**src/rtl/csi2_packet_tx.sv**
```systemverilog
// csi2_packet_tx: 2-lane MIPI CSI-2 byte-level packet transmitter.
// One start sends FS, V_ACTIVE RAW8 test-pattern lines, then FE.
module csi2_packet_tx #(
  parameter int                    H_ACTIVE   = 640,
  parameter int                    V_ACTIVE   = 480,
  parameter int                    GAP        = 8,
  parameter logic [5:0]            DATA_TYPE  = 6'h2A,
  parameter logic [1:0]            VC         = 2'd0,
  parameter bit                    PAY_OVR_EN = 1'b0,
  parameter logic [8*H_ACTIVE-1:0] PAY_OVR    = '0
) (
  input  logic        clk,
  input  logic        reset,
  input  logic        start,
  output logic        busy,
  output logic        hs_valid,
  output logic [7:0]  lane0_byte,
  output logic [7:0]  lane1_byte,
  output logic [15:0] frame_no,
  output logic [15:0] line_cnt
);
  typedef enum logic [2:0] {
    S_IDLE, S_SYNC, S_HDR0, S_HDR1,
    S_PAY, S_CRC, S_GAP
  } state_t;

  typedef enum logic [1:0] {
    P_FS, P_LINE, P_FE
  } pkt_t;

  localparam logic [15:0] HA     = 16'(H_ACTIVE);
  localparam logic [15:0] VL     = 16'(V_ACTIVE - 1);
  localparam logic [15:0] GL     = 16'(GAP - 1);
  localparam logic [7:0]  SYNC_B = 8'hB8;

  state_t      state;
  pkt_t        pkt;
  logic [15:0] x;
  logic [15:0] gcnt;
  logic [15:0] crc;
  logic [5:0]  dt;
  logic [15:0] wc;
  logic [7:0]  di;
  logic [7:0]  ecc;
  logic [15:0] ovr_w;
  logic [7:0]  b0;
  logic [7:0]  b1;
  logic [15:0] crc_nxt;

  function automatic logic [7:0] ecc_of(
    input logic [23:0] d
  );
    logic [5:0] p;
    p[0] = d[0] ^ d[1] ^ d[2] ^ d[4] ^ d[5]
         ^ d[7] ^ d[10] ^ d[11] ^ d[13] ^ d[16]
         ^ d[20] ^ d[21] ^ d[22] ^ d[23];
    p[1] = d[0] ^ d[1] ^ d[3] ^ d[4] ^ d[6]
         ^ d[8] ^ d[10] ^ d[12] ^ d[14] ^ d[17]
         ^ d[20] ^ d[21] ^ d[22] ^ d[23];
    p[2] = d[0] ^ d[2] ^ d[3] ^ d[5] ^ d[6]
         ^ d[9] ^ d[11] ^ d[12] ^ d[15] ^ d[18]
         ^ d[20] ^ d[21] ^ d[22];
    p[3] = d[1] ^ d[2] ^ d[3] ^ d[7] ^ d[8]
         ^ d[9] ^ d[13] ^ d[14] ^ d[15] ^ d[19]
         ^ d[20] ^ d[21] ^ d[23];
    p[4] = d[4] ^ d[5] ^ d[6] ^ d[7] ^ d[8]
         ^ d[9] ^ d[16] ^ d[17] ^ d[18] ^ d[19]
         ^ d[20] ^ d[22] ^ d[23];
    p[5] = d[10] ^ d[11] ^ d[12] ^ d[13] ^ d[14]
         ^ d[15] ^ d[16] ^ d[17] ^ d[18] ^ d[19]
         ^ d[21] ^ d[22] ^ d[23];
    return {2'b00, p};
  endfunction

  // Reflected CRC-16 (0x8408), data LSB first.
  function automatic logic [15:0] crc_byte(
    input logic [15:0] c,
    input logic [7:0]  d
  );
    logic [15:0] r;
    logic [7:0]  dd;
    r  = c;
    dd = d;
    for (int i = 0; i < 8; i++) begin
      if (r[0] ^ dd[0])
        r = (r >> 1) ^ 16'h8408;
      else
        r = r >> 1;
      dd = dd >> 1;
    end
    return r;
  endfunction

  always_comb begin
    dt = DATA_TYPE;
    wc = HA;
    unique case (1'b1)
      pkt == P_FS: begin
        dt = 6'h00;
        wc = frame_no;
      end
      pkt == P_FE: begin
        dt = 6'h01;
        wc = frame_no;
      end
      default: ;
    endcase
    di  = {VC, dt};
    ecc = ecc_of({wc, di});
  end

  // x indexes the next byte pair to be emitted
  always_comb begin
    ovr_w = 16'(PAY_OVR >> {x, 3'b000});
    b0 = x[7:0] + line_cnt[7:0] + frame_no[7:0];
    b1 = b0 + 8'd1;
    if (PAY_OVR_EN) begin
      b0 = ovr_w[7:0];
      b1 = ovr_w[15:8];
    end
    crc_nxt = crc_byte(crc_byte(crc, b0), b1);
  end

  always_ff @(posedge clk or posedge reset) begin
    if (reset) begin
      state      <= S_IDLE;
      pkt        <= P_FS;
      x          <= '0;
      gcnt       <= '0;
      crc        <= 16'hFFFF;
      busy       <= 1'b0;
      hs_valid   <= 1'b0;
      lane0_byte <= '0;
      lane1_byte <= '0;
      frame_no   <= '0;
      line_cnt   <= '0;
    end else begin
      hs_valid   <= 1'b0;
      lane0_byte <= '0;
      lane1_byte <= '0;
      unique case (state)
        S_IDLE: begin
          if (start) begin
            frame_no   <= frame_no + 16'd1;
            line_cnt   <= '0;
            pkt        <= P_FS;
            busy       <= 1'b1;
            state      <= S_SYNC;
            hs_valid   <= 1'b1;
            lane0_byte <= SYNC_B;
            lane1_byte <= SYNC_B;
          end
        end
        S_SYNC: begin
          state      <= S_HDR0;
          x          <= '0;
          hs_valid   <= 1'b1;
          lane0_byte <= di;
          lane1_byte <= wc[7:0];
        end
        S_HDR0: begin
          state      <= S_HDR1;
          crc        <= 16'hFFFF;
          hs_valid   <= 1'b1;
          lane0_byte <= wc[15:8];
          lane1_byte <= ecc;
        end
        S_HDR1: begin
          if (pkt == P_LINE) begin
            state      <= S_PAY;
            x          <= x + 16'd2;
            crc        <= crc_nxt;
            hs_valid   <= 1'b1;
            lane0_byte <= b0;
            lane1_byte <= b1;
          end else begin
            state <= S_GAP;
            gcnt  <= '0;
          end
        end
        S_PAY: begin
          hs_valid <= 1'b1;
          if (x == HA) begin
            state      <= S_CRC;
            lane0_byte <= crc[7:0];
            lane1_byte <= crc[15:8];
          end else begin
            x          <= x + 16'd2;
            crc        <= crc_nxt;
            lane0_byte <= b0;
            lane1_byte <= b1;
          end
        end
        S_CRC: begin
          state <= S_GAP;
          gcnt  <= '0;
        end
        S_GAP: begin
          if (gcnt == GL) begin
            if (pkt == P_FE) begin
              state <= S_IDLE;
              busy  <= 1'b0;
            end else begin
              state      <= S_SYNC;
              hs_valid   <= 1'b1;
              lane0_byte <= SYNC_B;
              lane1_byte <= SYNC_B;
              if (pkt == P_FS) begin
                pkt      <= P_LINE;
                line_cnt <= '0;
              end else if (line_cnt == VL) begin
                pkt <= P_FE;
              end else begin
                line_cnt <= line_cnt + 16'd1;
              end
            end
          end else begin
            gcnt <= gcnt + 16'd1;
          end
        end
        default: state <= S_IDLE;
      endcase
    end
  end
endmodule

```
**config.mk**
```make
export PLATFORM = sky130hd
export DESIGN_NAME = csi2_packet_tx
export DESIGN_NICKNAME = d
export VERILOG_FILES = /design/src/rtl/csi2_packet_tx.sv
export SDC_FILE = /design/constraint.sdc
export NUM_CORES = 1
export LEC_CHECK = 0
export BUFFER_PORTS_ARGS = -buffer_cell sky130_fd_sc_hd__buf_2
export CAP_MARGIN = 20
export CORE_UTILIZATION = 44
export DETAILED_ROUTE_END_ITERATION = 8
export HOLD_SLACK_MARGIN = 0.1
export PLACE_DENSITY = 0.65
export SYNTH_ARGS = -nofsm -noshare
export SYNTH_HDL_FRONTEND = slang
export SYNTH_SLANG_ARGS = --single-unit
```
**constraint.sdc**
```tcl
create_clock -name clk -period 8.9 [get_ports clk]
set_clock_uncertainty 0.15 [all_clocks]
set_input_delay 0.445 -clock clk [delete_from_list [all_inputs] [get_ports clk]]
set_output_delay 0.445 -clock clk [all_outputs]
set_load 0.05 [all_outputs]
```
==> out/results.txt <==
Post-synth top area share -> 0.333
Yosys warns -> 0
Die Y -> 123 µm
Reg2Reg Depth -> 11
Status -> finished clean
Residual DRC -> 0
WP depth -> 11
WL per Instance -> 17.4 µm
Clk_lat worst skew -> 350 ps
F_max -> 258 MHz
Die W -> 123 µm
First drt pass iteration count -> 5
Slew Limit Fails -> 0
Die area -> 15200 µm²
Cell taking the most area after synthesis -> dfrtp_1
Post-CTS setup buffers -> 0
RSZ-0062 raised after global routing -> no
Share of cells above drive strength 1 -> 0.164
First-pass GRT wire length -> 25.3 mm
Placed Area -> 6850 µm²
I/O Buffers -> 52
Synthesized cell area -> 6470 µm²
Gr usage total -> 0.218
Vias in the first global route -> 4849
Hold path depth -> 3
Most common cell after layout, fill and taps aside -> xnor2_1
Mapped Cells -> 671
Critical path's slowest cell -> fa_1
Antenna fix cells -> 0
CP Data Required Time -> 9030 ps
Final Hold Fails -> 0
Grt ovf -> 0
Post-synth top flop -> dfrtp_1
Detailed Route WL -> 15.6 mm
Core area -> 14100 µm²
First DRT Iteration DRCs -> 353
Clock Pin Slew Worst Setup and Hold Paths -> 70 ps
Initial antenna violation count -> 0
Layout area overhead -> 10.7%
CTS Sinks -> 102
Setup CP Type -> reg2reg
Final HPWL DP -> 11.4 mm
Hold-fix buffers at CTS -> 1
Buffers and inverters on the worst path -> 1
H-tree levels -> 3
Delay of the slowest cell on the worst path -> 590 ps
Crit-path cells -> fa_1, ha_1, inv_1, fa_1, nand3b_1, nor4_2, xnor2_1, xor2_1, xor2_1, o21ai_0, a21oi_1
Fin cells -> 893
Final worst path period share -> 0.435
Setup TNS -> 0 ps
Final setup fails -> 0
Largest cells by area after synthesis -> dfrtp_1 (33%), xnor2_1 (12%), dfstp_2 (6.5%)
MaxCap Viol Count -> 0
Syn Nets -> 693
Unique masters post-synth -> 66
Post-route ant nets -> 0
Worst-Margin Slew -> 1090 ps
Largest net degree at the start of global routing -> 62
Min Tclk post-route -> 3870 ps
Fin area -> 7160 µm²
Post-synthesis sequential area ratio -> 0.398
Final Wtd Congestion -> 0.959
Initial Util -> 0.459
Layout Nets -> 730
Crit. End Element -> flip-flop
CP arrival -> 4000 ps
Post-synth EDFFs -> 0
Crit Path Max Fanout -> 8
CTS tree -> yes
Critical Path Start Type -> flip-flop
Vias/cell -> 5.61
Post-placement cell count -> 875
Clock Path Buffers -> 2
Max VDD drop -> 0.246 mV
Worst min path class -> in2reg
Most frequent cells in the layout -> xnor2_1 (90), dfrtp_1 (86), nor2_1 (74), buf_2 (52), xor2_1 (44)
Vias post-DR -> 5013
Root Buffer -> clkbuf_16
Crit path max-delay family -> adder cells
#FFs+latches synth -> 102
# IOs -> 53
Power Density -> 432 nW/µm²
Async set or reset register ratio after synthesis -> 1.00
Leak -> 0.00322 µW
Avg Cell Area, Syn -> 9.64 µm²
Post-CTS Resized -> 0
Cts bufs inserted -> 9
Row count -> 43
Worst rel slew slack -> 0.272
-- power breakdown --
group | leakage, µW | internal (µW) | switching [µW] | total [µW]
Sequential | 0.00134 | 579 | 136 | 715
Combinational | 0.00174 | 843 | 1140 | 1980
Clock | 0.000146 | 218 | 175 | 393
-- cell families (layout without fill, tap and decap cells) --
kind of cell,Yosys count,count (layout),share of synthesized area
buf+inv,50,92,0.0311
simple gates,236,236,0.186
compound gates,115,115,0.121
xor+xnor,146,146,0.214
flops,102,102,0.398
mux,3,3,0.00484
fa+ha+maj,19,19,0.0449
-- layer usage --
| metal | track usage | up-vias | wire length [µm] |
|---|---|---|---|
| li1 | - | 2392 | - |
| met1 | 0.305 | 2460 | 7430 |
| met2 | 0.325 | 143 | 6880 |
| met3 | 0.0632 | 18 | 1020 |
| met4 | 0.0663 | 0 | 231 |
| met5 | 0 | - | 0 |
-- layout make-up --
| cell class | count | area (µm²) |
|---|---|---|
| Inverter | 18 | 70.1 |
| Clock inverter | 6 | 62.6 |
| Sequential cell | 102 | 2570 |
| Multi-Input combinational cell | 519 | 3690 |
| Clock buffer | 10 | 229 |
| Tap cell | 180 | 225 |
| Fill cell | 1321 | 6930 |
| Timing Repair Buffer | 58 | 308 |
-- path summary, 6_finish.rpt --
check	from	endpoint	slack, ps
setup / recovery	frame_no[1]	crc[8]	5030
hold / removal	start	state[0]	270
setup reg to reg	frame_no[1]	crc[8]	5030
hold reg to reg	crc[9]	crc[9]	350
max in group asynchronous	reset	frame_no[7]	6910
min in group asynchronous	reset	lane0_byte[1]	530
-- tightest hold or removal path: stages --
cell and delay (ps):
buf_2 110, nor3_1 40, nor3_1 120
-- through the flow --
step / hold slack, ps / total power (µW) / setup WS, ps / utilization
6_report: 267 / 3090 / 5030 / 0.508
5_1_grt: 294 / 3310 / 4830 / 0.508
4_1_cts: 246 / 3090 / 5050 / 0.508
3_5_place_dp: 344 / 2690 / 5050 / 0.486
3_3_place_gp: 341 / 2650 / 5230 / 0.486
2_1_floorplan: 307 / 2330 / 5150 / -
-- cell usage after synthesis, types with 7 or more instances --
cell type  instances
clkbuf_1          24
dfrtp_1           86
nand4_1           11
xnor2_1           90
xnor2_2            7
xor2_1            44
nand2_1           43
nand2b_1          11
nor3_1            11
nor2_1            74
and3_1            20
nand3_1           23
dfstp_2           16
o21ai_0           37
inv_1             18
fa_1               7
a21oi_1           20
ha_1              12
-- flip-flops by register name (all words and copies together), names as in the netlist --
signal,count
pkt,2
gcnt,16
lane0_byte,8
line_cnt,16
frame_no,16
lane1_byte,8
state,3
x,15
hs_valid,1
crc,16
busy,1
(Power assumes the default switching activity.)
